File: src/rtl/mult_arbiter.sv
// Round-robin front end for one shared pipelined multiplier: grants one requester
// per cycle, tracks requester IDs alongside the multiplier and routes products back.
module mult_arbiter #(
    parameter int BITWIDTH = 32,
    parameter int NREQ     = 4,
    parameter int LAT      = 4
) (
    input  logic                       clk,
    input  logic                       rst,
    input  logic [NREQ-1:0]            req_valid,
    input  logic [NREQ*BITWIDTH-1:0]   req_ain,
    input  logic [NREQ*BITWIDTH-1:0]   req_bin,
    output logic [NREQ-1:0]            req_ready,
    output logic [NREQ-1:0]            rsp_valid,
    output logic [2*BITWIDTH-1:0]      rsp_dout,
    output logic                       busy,
    output logic [BITWIDTH-1:0]        mul_ain,
    output logic [BITWIDTH-1:0]        mul_bin,
    output logic                       mul_en,
    input  logic [2*BITWIDTH-1:0]      mul_dout
);

    localparam int IDW = (NREQ > 1) ? $clog2(NREQ) : 1;

    logic [IDW-1:0] ptr;
    logic [IDW-1:0] gnt_id;
    logic [IDW-1:0] idx;
    logic           gnt_any;
    logic           xfer;

    logic [LAT:0]   tag_vld;
    logic [IDW-1:0] tag_id [LAT+1];

    // Scan from ptr upward (with wrap); first valid requester wins.
    always_comb begin
        gnt_any   = 1'b0;
        gnt_id    = ptr;
        idx       = ptr;
        req_ready = '0;
        for (int k = 0; k < NREQ; k++) begin
            idx = IDW'((int'(ptr) + k) % NREQ);
            if (!gnt_any && req_valid[idx]) begin
                gnt_any = 1'b1;
                gnt_id  = idx;
            end
        end
        if (gnt_any && !rst) begin
            req_ready[gnt_id] = 1'b1;
        end
    end

    assign xfer = gnt_any && !rst;
    assign busy = (|tag_vld) || (|rsp_valid);

    always_ff @(posedge clk) begin
        if (rst) begin
            ptr       <= '0;
            mul_ain   <= '0;
            mul_bin   <= '0;
            mul_en    <= 1'b0;
            tag_vld   <= '0;
            rsp_valid <= '0;
            rsp_dout  <= '0;
            for (int k = 0; k <= LAT; k++) begin
                tag_id[k] <= '0;
            end
        end else begin
            mul_en <= 1'b1;
            if (xfer) begin
                ptr     <= (gnt_id == IDW'(NREQ - 1)) ? '0 : gnt_id + IDW'(1);
                mul_ain <= req_ain[int'(gnt_id)*BITWIDTH +: BITWIDTH];
                mul_bin <= req_bin[int'(gnt_id)*BITWIDTH +: BITWIDTH];
            end else begin
                // Idle slots feed 0*0 so the multiplier never needs a stall.
                mul_ain <= '0;
                mul_bin <= '0;
            end

            tag_vld[0] <= xfer;
            tag_id[0]  <= gnt_id;
            for (int k = 1; k <= LAT; k++) begin
                tag_vld[k] <= tag_vld[k-1];
                tag_id[k]  <= tag_id[k-1];
            end

            if (tag_vld[LAT]) begin
                rsp_valid <= NREQ'(1) << tag_id[LAT];
                rsp_dout  <= mul_dout;
            end else begin
                rsp_valid <= '0;
            end
        end
    end

endmodule

File: config.mk
export PLATFORM = sky130hd
export DESIGN_NAME = mult_arbiter
export DESIGN_NICKNAME = d
export VERILOG_FILES = /design/src/rtl/mult_arbiter.sv
export SDC_FILE = /design/constraint.sdc
export NUM_CORES = 1
export LEC_CHECK = 0
export ABC_AREA = 1
export CAP_MARGIN = 40
export CORE_AREA = 3 3 179 181
export CTS_BUF_LIST = sky130_fd_sc_hd__clkbuf_8 sky130_fd_sc_hd__clkbuf_16
export DETAILED_ROUTE_END_ITERATION = 7
export DIE_AREA = 0 0 182 184
export GPL_TIMING_DRIVEN = 0
export SYNTH_ARGS = -nofsm -noshare
export SYNTH_HDL_FRONTEND = slang
export SYNTH_SLANG_ARGS = --single-unit
File: constraint.sdc
create_clock -name clk -period 3.1 [get_ports clk]
set_clock_uncertainty 0.1 [all_clocks]
set_input_delay 0.775 -clock clk [delete_from_list [all_inputs] [get_ports clk]]
set_output_delay 0.775 -clock clk [all_outputs]
set_load 0.01 [all_outputs]
==> flow_summary_export.csv <==
group,metric,value,unit
power_and_ir_drop,combPwrFrac,0.622,
layout,multi_input_area,3720,µm²
detailed_routing,wl_per_cell,17.3,µm
floorplan,die_area,33500,µm²
min_path,worst_hold_path_type,"flip-flop to flip-flop",
global_route,gr-usage-all-layers,0.211,
synth,synth.distinct_cells,24,
timing,fin_crit,3.14,ns
synth,ys_seq_area_frac,0.393,
global_route,grt_antenna_before_repair,1,
floorplan,coreArea,30600,µm²
synth,yosys-top-cells-area,"dfxtp_1 (39%), nand2_1 (15%), nand3_1 (14%)",
timing,relSlewSlack,0.598,
power_and_ir_drop,totalPowerFinal,0.0120,W
synth,synth-async-reset-ratio,0,
layout,final_util,0.449,
clock_network,htreeDepth,4,
setup_path,cp-startpoint,"req_valid[3]",
clock_network,tritoncts,"built",
status,violations,"setup timing",
floorplan,num_rows,64,
detailed_routing,vias,9569,
clock_network,clk_pin_slew,0.07,ns
floorplan,die_w,182,µm
job,drv_cap,0,
layout,layout_commonest_cell,"clkdlybuf4s50_1",
setup_path,rr_worst_depth,13,
floorplan,initial_core_util,0.250,
layout,syn2layout_area_growth,79.5,%
power_and_ir_drop,switching_share,0.459,
layout,nNetsFinal,2037,
detailed_routing,vias_per_cell,4.52,
power_and_ir_drop,power_density,878,nW/µm²
layout,area.sequential,3010,µm²
floorplan,ioPinCount,464,
setup_path,r2r-start,"ptr[0]",
detailed_routing,drt-pass1-iter-count,5,
setup_path,cp_max_fo,5,
layout,drive_gt1_frac,0.103,
synth,yosys_register_bits,150,
timing,finalSetupViolCount,1,
global_route,overflow,0,
timing,slew_viol_final,0,
timing,post-route-period-util,1.01,
status,outcome,"complete, but fails checks",
power_and_ir_drop,vdd_drop_max,0.527,mV
detailed_routing,drt_iter0_drc,376,
power_and_ir_drop,power.share.clock,0.175,
layout,n_fill_cell,3163,
synth,netlist_instances,1209,
synth,yosys.area.top_type,"dfxtp_1",
synth,syn-cell-area,7640,µm²
synth,synth.net_count,1536,
timing,setup_slack,-0.0369,ns
clock_network,cts.path.max_buffers,2,
clock_network,clkSinkCount,150,
clock_network,insertion_delay,0.44,ns
power_and_ir_drop,p_leak,6.36,nW
place,dp_hpwl,29.1,mm
global_route,grt_max_degree,19,
floorplan,die_y,184,µm
detailed_routing,final_antenna_net_count,0,
setup_path,r2r_end,"mul_ain[26]",
detailed_routing,post-route-drc-count,0,
clock_network,numCtsBuffers,17,
timing,max_freq,0.319,GHz
synth,synth_top_area_frac,0.393,
synth,synth_edf_count,0,
setup_path,end_kind,"output port",
clock_network,root_buffer,"clkbuf_16",
layout,diodes,0,
detailed_routing,drt-total-wl,36.6,mm
global_route,grt_pass1_wl,54.4,mm
setup_path,crit_path_start_kind,"primary input",
timing,hold_viol,0,
power_and_ir_drop,power.switching,0.00553,W
place,place.gp.congestion,0.912,
power_and_ir_drop,intPower,0.00651,W
setup_path,crit_type,"primary input to output port",
setup_path,crit_path_end,"req_ready[3]",
synth,yosysWarnings,0,
global_route,grt_pass1_vias,9506,
synth,yosys_most_used_dff,"dfxtp_1",
power_and_ir_drop,seqPwrFrac,0.203,
setup_path,reg2reg_slack,0.57,ns
timing,rsz0062_at_grt,"yes",
place,port_buffers,462,
setup_path,required,2.22,ns
timing,worst_pin_slew,0.604,ns
setup_path,worst-endpoint-arrival,2.26,ns
synth,syn_area_per_cell,6.32,µm²
layout,final_cell_mix,"clkdlybuf4s50_1 (454), nand2_1 (291), nand3_1 (205)",
[metrics by stage]
step | cell area [µm²] | setup slack, ns | hold WS (ns) | std cells | setup TNS (ns)
finish | 13700 | -0.0369 | 0.303 | 2119 | -0.0369
global route | 13700 | -0.124 | 0.330 | 2119 | -0.354
CTS | 13600 | -0.0505 | 0.304 | 2113 | -0.0957
detailed placement | 12800 | -1.35 | 0.293 | 2067 | -5.33
global placement | 12800 | -1.33 | 0.290 | 2067 | -4.90
floorplan | 7640 | 0.250 | 0.288 | 1209 | 0
[cell usage after synthesis (5+ instances only)]
| cell | count |
|---|---|
| nand2_1 | 314 |
| dfxtp_1 | 150 |
| buf_2 | 33 |
| nor2_1 | 150 |
| o21ai_0 | 64 |
| nand3_1 | 209 |
| buf_4 | 24 |
| buf_6 | 5 |
| buf_1 | 5 |
| a21oi_1 | 64 |
| inv_1 | 150 |
| clkbuf_1 | 22 |
[layout make-up]
cell class,count,share of cell area
inverter,153,0.0424
buffer,86,0.0395
sequential,150,0.219
multi-input combinational,817,0.271
timing repair buffer,485,0.349
tap,396,0.0361
clock inverter,15,0.0123
clock buffer,17,0.0310
[registers in the layout, summed over array words and instances, names as in the netlist]
register and flops:
rsp_dout 64, mul_bin 32, rsp_valid 4, ptr 2
tag_id 10, tag_vld 5, mul_en 1, mul_ain 32
[how the worst min path moves through the flow]
stage | slack, ns | start | depth (start not counted) | endpoint
after CTS | 0.30 | tag_id[0][1] | 2 | tag_id[0][3]
after detailed placement | 0.29 | tag_id[0][1] | 2 | tag_id[0][3]
after global routing | 0.33 | tag_id[0][3] | 2 | tag_id[0][5]
after floorplan | 0.29 | tag_id[0][0] | 2 | tag_id[0][2]
after global placement | 0.29 | tag_id[0][0] | 2 | tag_id[0][2]
final | 0.30 | tag_id[0][1] | 2 | tag_id[0][3]
[routing by layer]
metal | part of all wire | track usage | up-vias | wire, µm
met5 | 0.00036 | 0 | - | 13
met4 | 0.024 | 0.0667 | 2 | 878
met3 | 0.091 | 0.0730 | 52 | 3350
met2 | 0.51 | 0.396 | 404 | 18800
met1 | 0.37 | 0.221 | 4338 | 13500
li1 | - | - | 4773 | -
[cells by family after synthesis]
kind of cell	share of synthesized area
AOI/OAI and AO/OA	0.0838
adders and majority gates	0.00164
buffers and inverters	0.141
DFF	0.393
and+or+nand+nor	0.381
[power by group through the flow]
stage               Sequential [W]  Combinational [W]  Clock [W]
floorplan                  0.00263            0.00400          0
global placement           0.00247            0.00688          0
detailed placement         0.00247            0.00691          0
CTS                        0.00244            0.00738    0.00217
global route               0.00248            0.00834    0.00226
finish                     0.00244            0.00749    0.00210
[critical path, cell delays in order]
cell	delay [ns]
clkdlybuf4s15_2	0.22
nand2_1	0.10
nand2_2	0.07
nand2_2	0.09
nand2_4	0.08
nor2_4	0.12
nand4_1	0.15
nand2_1	0.14
clkbuf_8	0.16
ha_4	0.12
inv_2	0.03
nor2_4	0.09
buf_6	0.11
[timing repair]
action	in CTS	in global routing
gates resized for setup	69	37
hold buffers	0	0
setup buffers	15	8
pin swaps	17	22
setup endpoints to repair	5	5
Power figures use the tool's default switching activity.
